[src/rtl/sccb_clk_pkg.sv]
// rtl/sccb_clk_pkg.sv - shared types, constants and divider helper for the SCCB clock/reset generator
//
// Contents:
//   state_t    reset-sequencer state, 2-bit encoded
//   PH_*       SCL quarter-phase codes carried on SCCB_PHASE, shared with the SCCB master
//   sccb_div() PCLK cycles per SCCB bit-timing tick (4 ticks per SCL period)
package sccb_clk_pkg;

    typedef enum logic [1:0] {
        WAIT_LOCK = 2'd0,
        FILTER    = 2'd1,
        HOLD      = 2'd2,
        RUN       = 2'd3
    } state_t;

    localparam logic [1:0] PH_SCL_LO  = 2'd0;
    localparam logic [1:0] PH_SDA_CHG = 2'd1;
    localparam logic [1:0] PH_SCL_HI  = 2'd2;
    localparam logic [1:0] PH_SAMPLE  = 2'd3;

    function automatic int unsigned sccb_div(input int unsigned clk_hz,
                                             input int unsigned sccb_hz);
        return clk_hz / (4 * sccb_hz);
    endfunction

endpackage

[src/rtl/bit_sync_2ff.sv]
// rtl/bit_sync_2ff.sv - generic two-flop single-bit synchronizer
//
// Ports:
//   i_clk    destination clock
//   i_rst_n  asynchronous active-low reset, both flops clear to 0
//   i_d      asynchronous input bit
//   o_q      synchronized bit, two i_clk edges behind i_d
module bit_sync_2ff (
    input  logic i_clk,
    input  logic i_rst_n,
    input  logic i_d,
    output logic o_q
);

    logic r_meta;
    logic r_sync;

    always_ff @(posedge i_clk or negedge i_rst_n) begin
        if (!i_rst_n) begin
            r_meta <= 1'b0;
            r_sync <= 1'b0;
        end else begin
            r_meta <= i_d;
            r_sync <= r_meta;
        end
    end

    assign o_q = r_sync;

endmodule

[src/rtl/sccb_clk_rst_gen.sv]
// rtl/sccb_clk_rst_gen.sv - lock-qualified fabric reset sequencer and SCCB bit-timing tick generator
//
// Ports:
//   i_pclk           PCLK from the CCC (RC oscillator)
//   i_presetn        asynchronous active-low reset
//   i_ccc_lock       CCC lock flag, asynchronous to PCLK
//   i_soft_rst       1-cycle pulse: restart the hold sequence (honoured only in RUN)
//   i_en             enable SCCB tick generation
//   i_lock_lost_clr  pulse: clear o_lock_lost
//   o_rst_out_n      fabric reset, active low; asserts async, deasserts on PCLK
//   o_ready          high only while in RUN
//   o_sccb_tick      1-cycle pulse at 4*SCCB_FREQ_HZ
//   o_sccb_phase     SCL quarter-phase, advances with each tick, wraps 3->0
//   o_lock_lost      sticky: lock dropped while in RUN
module sccb_clk_rst_gen
    import sccb_clk_pkg::*;
#(
    parameter int unsigned CLK_FREQ_HZ      = 50_000_000,
    parameter int unsigned SCCB_FREQ_HZ     = 100_000,
    parameter int unsigned LOCK_FILTER      = 16,
    parameter int unsigned POR_DELAY_CYCLES = 1024
) (
    input  logic       i_pclk,
    input  logic       i_presetn,
    input  logic       i_ccc_lock,
    input  logic       i_soft_rst,
    input  logic       i_en,
    input  logic       i_lock_lost_clr,
    output logic       o_rst_out_n,
    output logic       o_ready,
    output logic       o_sccb_tick,
    output logic [1:0] o_sccb_phase,
    output logic       o_lock_lost
);

    localparam int unsigned DIV    = sccb_div(CLK_FREQ_HZ, SCCB_FREQ_HZ);
    localparam int unsigned DIV_W  = (DIV < 2) ? 1 : $clog2(DIV);
    localparam int unsigned FILT_W = $clog2(LOCK_FILTER + 1);
    localparam int unsigned HOLD_W = $clog2(POR_DELAY_CYCLES + 1);

    localparam logic [DIV_W-1:0]  DIV_LAST  = DIV_W'(DIV - 1);
    localparam logic [FILT_W-1:0] FILT_LAST = FILT_W'(LOCK_FILTER);
    localparam logic [HOLD_W-1:0] HOLD_LAST = HOLD_W'(POR_DELAY_CYCLES - 1);

    if (CLK_FREQ_HZ % (4 * SCCB_FREQ_HZ) != 0) begin : g_bad_freq
        $error("CLK_FREQ_HZ must be a multiple of 4*SCCB_FREQ_HZ");
    end
    if (DIV < 2) begin : g_bad_div
        $error("tick divider must be at least 2");
    end
    if (LOCK_FILTER < 1) begin : g_bad_filter
        $error("LOCK_FILTER must be at least 1");
    end
    if (POR_DELAY_CYCLES < 1) begin : g_bad_por
        $error("POR_DELAY_CYCLES must be at least 1");
    end

    logic              w_lock_s;
    state_t            r_state;
    logic [FILT_W-1:0] r_filt_cnt;
    logic [HOLD_W-1:0] r_hold_cnt;
    logic              r_run;
    logic              r_lock_lost;
    logic [DIV_W-1:0]  r_div_cnt;
    logic              r_tick;
    logic [1:0]        r_phase;
    logic              w_div_run;

    bit_sync_2ff u_lock_sync (
        .i_clk   (i_pclk),
        .i_rst_n (i_presetn),
        .i_d     (i_ccc_lock),
        .o_q     (w_lock_s)
    );

    // r_run is loaded with (next state == RUN), so the fabric reset and READY
    // track the state register exactly and change on the transition edge.
    always_ff @(posedge i_pclk or negedge i_presetn) begin
        if (!i_presetn) begin
            r_state     <= WAIT_LOCK;
            r_filt_cnt  <= '0;
            r_hold_cnt  <= '0;
            r_run       <= 1'b0;
            r_lock_lost <= 1'b0;
        end else begin
            r_run <= 1'b0;
            if (i_lock_lost_clr) begin
                r_lock_lost <= 1'b0;
            end
            case (r_state)
                WAIT_LOCK: begin
                    if (w_lock_s) begin
                        r_state    <= FILTER;
                        r_filt_cnt <= FILT_W'(1);
                    end
                end
                FILTER: begin
                    if (!w_lock_s) begin
                        r_state <= WAIT_LOCK;
                    end else if (r_filt_cnt == FILT_LAST) begin
                        r_state    <= HOLD;
                        r_hold_cnt <= '0;
                    end else begin
                        r_filt_cnt <= r_filt_cnt + FILT_W'(1);
                    end
                end
                HOLD: begin
                    if (!w_lock_s) begin
                        r_state <= WAIT_LOCK;
                    end else if (r_hold_cnt == HOLD_LAST) begin
                        r_state <= RUN;
                        r_run   <= 1'b1;
                    end else begin
                        r_hold_cnt <= r_hold_cnt + HOLD_W'(1);
                    end
                end
                RUN: begin
                    // Lock loss outranks a soft restart; the set here also
                    // overrides a coincident clear above.
                    if (!w_lock_s) begin
                        r_state     <= WAIT_LOCK;
                        r_lock_lost <= 1'b1;
                    end else if (i_soft_rst) begin
                        r_state    <= HOLD;
                        r_hold_cnt <= '0;
                    end else begin
                        r_run <= 1'b1;
                    end
                end
                default: begin
                    r_state <= WAIT_LOCK;
                end
            endcase
        end
    end

    assign w_div_run = r_run & i_en;

    always_ff @(posedge i_pclk or negedge i_presetn) begin
        if (!i_presetn) begin
            r_div_cnt <= '0;
            r_tick    <= 1'b0;
            r_phase   <= PH_SCL_LO;
        end else if (!w_div_run) begin
            r_div_cnt <= '0;
            r_tick    <= 1'b0;
            r_phase   <= PH_SCL_LO;
        end else if (r_div_cnt == DIV_LAST) begin
            r_div_cnt <= '0;
            r_tick    <= 1'b1;
            r_phase   <= r_phase + 2'd1;
        end else begin
            r_div_cnt <= r_div_cnt + DIV_W'(1);
            r_tick    <= 1'b0;
        end
    end

    assign o_rst_out_n  = r_run;
    assign o_ready      = r_run;
    assign o_sccb_tick  = r_tick;
    assign o_sccb_phase = r_phase;
    assign o_lock_lost  = r_lock_lost;

endmodule

[config.mk]
export PLATFORM = sky130hd
export DESIGN_NAME = sccb_clk_rst_gen
export DESIGN_NICKNAME = d
export VERILOG_FILES = /design/src/rtl/sccb_clk_pkg.sv /design/src/rtl/bit_sync_2ff.sv /design/src/rtl/sccb_clk_rst_gen.sv
export SDC_FILE = /design/constraint.sdc
export NUM_CORES = 1
export LEC_CHECK = 0
export ABC_CLOCK_PERIOD_IN_PS = 1400
export CORE_AREA = 10 10 80 82
export DETAILED_ROUTE_END_ITERATION = 10
export DIE_AREA = 0 0 90 92
export PLACE_DENSITY = 0.59
export SKIP_CTS_REPAIR_TIMING = 1
export SLEW_MARGIN = 20
export SYNTH_ARGS = -nofsm -noshare
export SYNTH_HDL_FRONTEND = slang
export SYNTH_HIERARCHICAL = 1
export SYNTH_SLANG_ARGS = --single-unit
[constraint.sdc]
create_clock -name i_pclk -period 1.4 [get_ports i_pclk]
set_clock_uncertainty 0.05 [all_clocks]
set_input_delay 0.21 -clock i_pclk [delete_from_list [all_inputs] [get_ports i_pclk]]
set_output_delay 0.21 -clock i_pclk [all_outputs]
set_load 0.05 [all_outputs]
Word-level counts from Yosys, hierarchy flattened

Index checks and enable logic that the tools add are counted.
Widths: inputs -> output; s select.

Add/subtract/negate cells: 4
Eq/ne operators: 18
Multiplexer cells: 33
Bitwise logic cells: 1
Reductions and logical operators: 6

Operators by type and width:

| cell                  | number |
|---|---|
| $mux 11               | 6 |
| $pmux 11 s3           | 1 |
| $mux 2                | 9 |
| $mux 5                | 3 |
| $mux 7                | 2 |
| $add 11x1->11 const B | 1 |
| $eq 11x10->1 const B  | 1 |
| $ne 2x1->1 const B    | 5 |
| $pmux 5 s2            | 1 |
| $mux 1                | 9 |
| $ne 3x3->1 const B    | 3 |
| $ne 2x2->1 const B    | 4 |
| $pmux 2 s4            | 1 |
| $reduce_and 4->1      | 2 |
| $add 7x1->7 const B   | 1 |
| $eq 7x7->1 const B    | 1 |
| $reduce_and 7->1      | 1 |
| $add 5x1->5 const B   | 1 |
| $eq 5x5->1 const B    | 1 |
| $eq 2x2->1 const B    | 2 |
| $reduce_bool 3->1     | 1 |
| $add 2x1->2 const B   | 1 |
| $eq 2x1->1 const B    | 1 |
| $logic_not 2->1       | 1 |
| other kinds (3)       | 3 |

Flip-flop bits (word level): 32
Input bits: 6
Output and inout bits: 6

Logic depth before layout (Yosys ltp)

Gate-level depths: netlist of run 1.

Depth in word-level cells: 4
Gate-level depth with buffers: 7
Gate-level depth less buffers: 6

Hierarchy

Netlist of run 1, hierarchy kept.

Modules (own cells, without submodules):

| module           | times used | cells an instance | area an instance (µm²) | sequential area each (µm²) |
|---|---|---|---|---|
| sccb_clk_rst_gen | 1          | 164               | 1602.8                 | 750.7 |
| bit_sync_2ff     | 1          | 2                 | 50.0                   | 50.0 |

Least setup slack after synthesis of run 1

No wires, ideal clock.

Path type: register to register
Start: reg r_filt_cnt[0]
End: reg r_hold_cnt[2]
Data arrival time: 1397 ps
Slack: -171 ps
Stages on the path, launching flop included: 7
Buffers on the path: 1
Period minus slack after synthesis: 1571 ps
Path through: dfrtp_1 inv_1 ha_1 and4bb_2 a32oi_2 buf_4 a211o_1

Cells in the longest elaborated chain, start to end: 3

Ends and longest elaborated chain:

| item                              | RTL line                | RTL |
|---|---|---|
| from (decl)                       | sccb_clk_rst_gen.sv:60  | `logic [FILT_W-1:0] r_filt_cnt;` |
| from (signal assigned)            | sccb_clk_rst_gen.sv:104 | `r_filt_cnt <= r_filt_cnt + FILT_W'(1);` |
| $eq 5x5->1                        | sccb_clk_rst_gen.sv:100 | `end else if (r_filt_cnt == FILT_LAST) begin` |
| $ne 2x2->1 (no source line)       | -                       |  |
| $reduce_and 7->1 (no source line) | -                       |  |
| to (signal assigned)              | sccb_clk_rst_gen.sv:114 | `r_hold_cnt <= r_hold_cnt + HOLD_W'(1);` |
| to (decl)                         | sccb_clk_rst_gen.sv:61  | `logic [HOLD_W-1:0] r_hold_cnt;` |

Every way passes these cells.
A chain may end at the register's enable or synchronous reset.

Worst setup path in the final report of run 1

Start: reg r_filt_cnt[0]
End: reg r_filt_cnt[0]

Cells in the longest elaborated chain, start to end: 4
Elaborated cells on any way between the ends: 7

Ends and longest elaborated chain:

| item        | RTL line                | RTL |
|---|---|---|
| $add 5x1->5 | sccb_clk_rst_gen.sv:104 |  |
| $mux 5      | sccb_clk_rst_gen.sv:100 |  |
| $mux 5      | sccb_clk_rst_gen.sv:98  | `if (!w_lock_s) begin` |
| $pmux 5 s2  | sccb_clk_rst_gen.sv:90  | `case (r_state)` |

Several ways; a longest one is shown, not always the timed one. The select of a mux whose other input is x is not followed.

==> results of run 1 <==
state kept, by name (all words and copies together), names as in the netlist:
signal,flops
r_hold_cnt,11
r_div_cnt,7
r_filt_cnt,5
o_sccb_phase,2
r_state,2
o_lock_lost,1
o_ready,1
o_sccb_tick,1
u_lock_sync/o_q,1
u_lock_sync/r_meta,1
kinds of logic after synthesis:
family | Yosys count
flops | 32
simple gates | 72
xor+xnor | 7
buf+inv | 15
compound gates | 33
mux | 2
fa+ha+maj | 5
stage by stage:
| stage | utilization [%] | hold slack, ns | TNS (ns) | std cells | worst slack, ns |
|---|---|---|---|---|---|
| finish | 50.25 | 0.2395 | -1.530 | 290 | -0.1780 |
| global placement | 44.47 | 0.2878 | -1.938 | 279 | -0.1902 |
| floorplan | - | -0.1356 | -1.339 | 166 | -0.1280 |
| detailed placement | 44.47 | 0.2964 | -2.219 | 279 | -0.2235 |
| CTS | 46.66 | 0.2420 | -2.568 | 287 | -0.2559 |
| global route | 50.25 | 0.2550 | -2.571 | 290 | -0.2236 |
power by group through the flow:
stage               clock network [uW]  logic, uW  registers (uW)
finish                             876        736            1100
floorplan                            0        276            1130
CTS                                899        633            1090
detailed placement                   0        629            1110
global route                       938        811            1120
global placement                     0        620            1100
critical path, cell delays in order (launching register included):
cell and delay, ns:
dfrtp_1 0.40, inv_2 0.08, ha_4 0.11, and4bb_2 0.29
buf_6 0.14, nor2_2 0.04, mux2_4 0.26, a22oi_2 0.14
area by class of cell:
type	count	share of cell area [%]
Timing Repair Buffer	52	20.32
Clock buffer	6	2.940
Multi-Input combinational cell	119	37.96
Inverter	9	1.368
Clock inverter	2	1.419
Sequential cell	32	32.44
Tap cell	70	3.548
cell usage after synthesis (all sizes together), types with 2 or more instances:
library cell	instances
nor2b	2
nor3	6
buf	5
nand2	15
nor2	12
inv	9
nand4	2
dfrtp	32
o211ai	2
a31oi	2
o21ai	6
and3	5
or3	2
nand3	16
xor2	6
and4	2
a21oi	7
nand2b	2
ha	5
nand3b	2
o311ai	3
a22oi	2
how the worst max path moves through the flow:
stage,from,cells past startpoint,slack [ns],end
finish,r_filt_cnt[0],7,-0.18,r_filt_cnt[0]
global placement,i_soft_rst,6,-0.19,r_hold_cnt[0]
CTS,r_filt_cnt[0],7,-0.26,r_hold_cnt[0]
global route,r_filt_cnt[0],7,-0.22,r_hold_cnt[0]
detailed placement,r_filt_cnt[0],7,-0.22,r_hold_cnt[0]
floorplan,r_filt_cnt[0],7,-0.13,r_hold_cnt[0]
placed cells by master (no fill, tap or decap), types with 2 or more instances in the layout:
cell type        count
a21oi_1              5
a31oi_1              2
and3_1               5
buf_12               7
buf_4               37
buf_6                3
clkbuf_8             5
clkdlybuf4s50_1      5
dfrtp_1             32
ha_1                 3
ha_4                 2
inv_1                7
inv_2                2
nand2_1             11
nand2_2              4
nand3_1             11
nand3_2              4
nand3b_1             2
nor2_1              10
nor2_2               2
nor3_1               4
nor3_2               2
o211ai_1             2
o21ai_0              3
o21ai_1              2
o311ai_2             2
xor2_1               6
layer usage:
layer  GRT usage [%]  up-vias  share of wire, %
met3           2.934        2               3.5
met1           10.72      686                49
li1                -      704                 -
met2           15.56       15                47
met5               0        -                 0
met4           2.785        0              0.48
==> metrics, run 1 <==
min Tclk post-route about 1.6 ns; final WL around 3.7 mm; Cells after Synth ~170; sequential cell area roughly 800 um2; P_sw 782.8 uW; die area between 8000 and 9000 um2; WS Path Type register to register; Post-Synth Simple-Gate Area approximately 24%; XOR/XNOR share of the synthesized area under 10%; outcome finished, violations left; initial antenna violation count 0; Worst EP required 1.56 ns; I/O pin cnt 12; DRT antenna net count 0; post-synthesis compound-gate area fraction approximately 14%; Cell Area, Synth about 1700 um2; sequential power share between 40% and 50%; min-delay worst type primary input to async pin; post-synthesis sequential area ratio a little under 50%; Reg2Reg Depth 7; DRC viols 0; DIE WIDTH 90 um; syn nets between 150 and 200; critical path startpoint category register; failing checks setup timing; vias in the first global route about 1400; FFs w/ async S/R, synth 100.0%; Layout area overhead 49.36%; Avg Inst Size Synth roughly 10 um2; Yosys top cell by area dfrtp_1; Slew HR 71.87%; layout cells sized above 1 between 30% and 40%; total core area about 4900 um2; Iter 0 DRT Violations slightly above 50; GRT Total Usage under 10%; # rows 26; area share of fa/ha/maj cells after synthesis under 10%; number of buffers created by CTS 5; FILL cells 450; Post-synth EDFFs 0; CTS tree built; GP Congestion 0.8231; Final HPWL DP approximately 2.7 mm; multiplexer area fraction after synthesis 1.287%; grt ovf 0; largest net degree at the start of global routing 33; max_cap viols 0; synthesized flop and latch total 32; endpoint type of the worst setup path register; Power Dens Cells between 1000 and 1500 nW/um2; wire per inst about 13 um; Comb power frac a little over a quarter; YS warnings 6; starting density of the core around a third; DR pass1 iterations 4; final setup fails 16; Hold Vio Cnt, Final 0; DP Area between 2000 and 2500 um2; first-pass GRT wire length ~6.3 mm; critical path arrival 1.74 ns; Tot Pwr 2714 uW; Die H 92 um; nets 230; unrepaired setup endpoints after global routing true; critical path peak fanout 6; diode count 0; largest family of logic cells by synthesized area simple AND/OR/NAND/NOR gates; Synth area leaders dfrtp_1 (48%), nand3_1 (4.5%), ha_1 (3.8%), nand2_1 (3.4%), xor2_1 (3.2%); worst flop-to-flop path startpoint r_filt_cnt[0]; IO buf count 11; post-synthesis cell type count ~50; drt via density between 4 and 5; final period utilization 112.7%; Clk network pwr share between 30% and 40%; VDD IR-drop max between 0.0008 and 0.0009 V; Slew Viols, Final 0; clk sinks 32; r2r setup slk -0.18 ns; Final Instance Area ~2500 um2; Multi-input gate area approximately 940 um2; Int Power 1932 uW; Worst-Margin Slew roughly 0.42 ns; Peak Freq 0.6337 GHz; CTS root buf clkbuf_8; H-tree level count 2; worst-case clock buffer depth 2; Pleak 0.001048 uW; Most used DFF post-synth dfrtp_1; Reg2Reg Capture Point r_filt_cnt[0]; worst setup margin -0.1780 ns; Clock Latency Late Sink around 0.29 ns; via count 1407; Worst-path clk slew ~0.080 ns; Sw Ratio between 20 and 30%; share of the synthesized area in the top cell type approximately 48%
Note: power is estimated with default switching activity, not from simulation.
==> run 2, diff against run 1 <==
CTS_CLUSTER_SIZE = 10   (was unset)
==> results of run 2 <==
The final DEF is identical to that of run 1; final timing and power are the same.
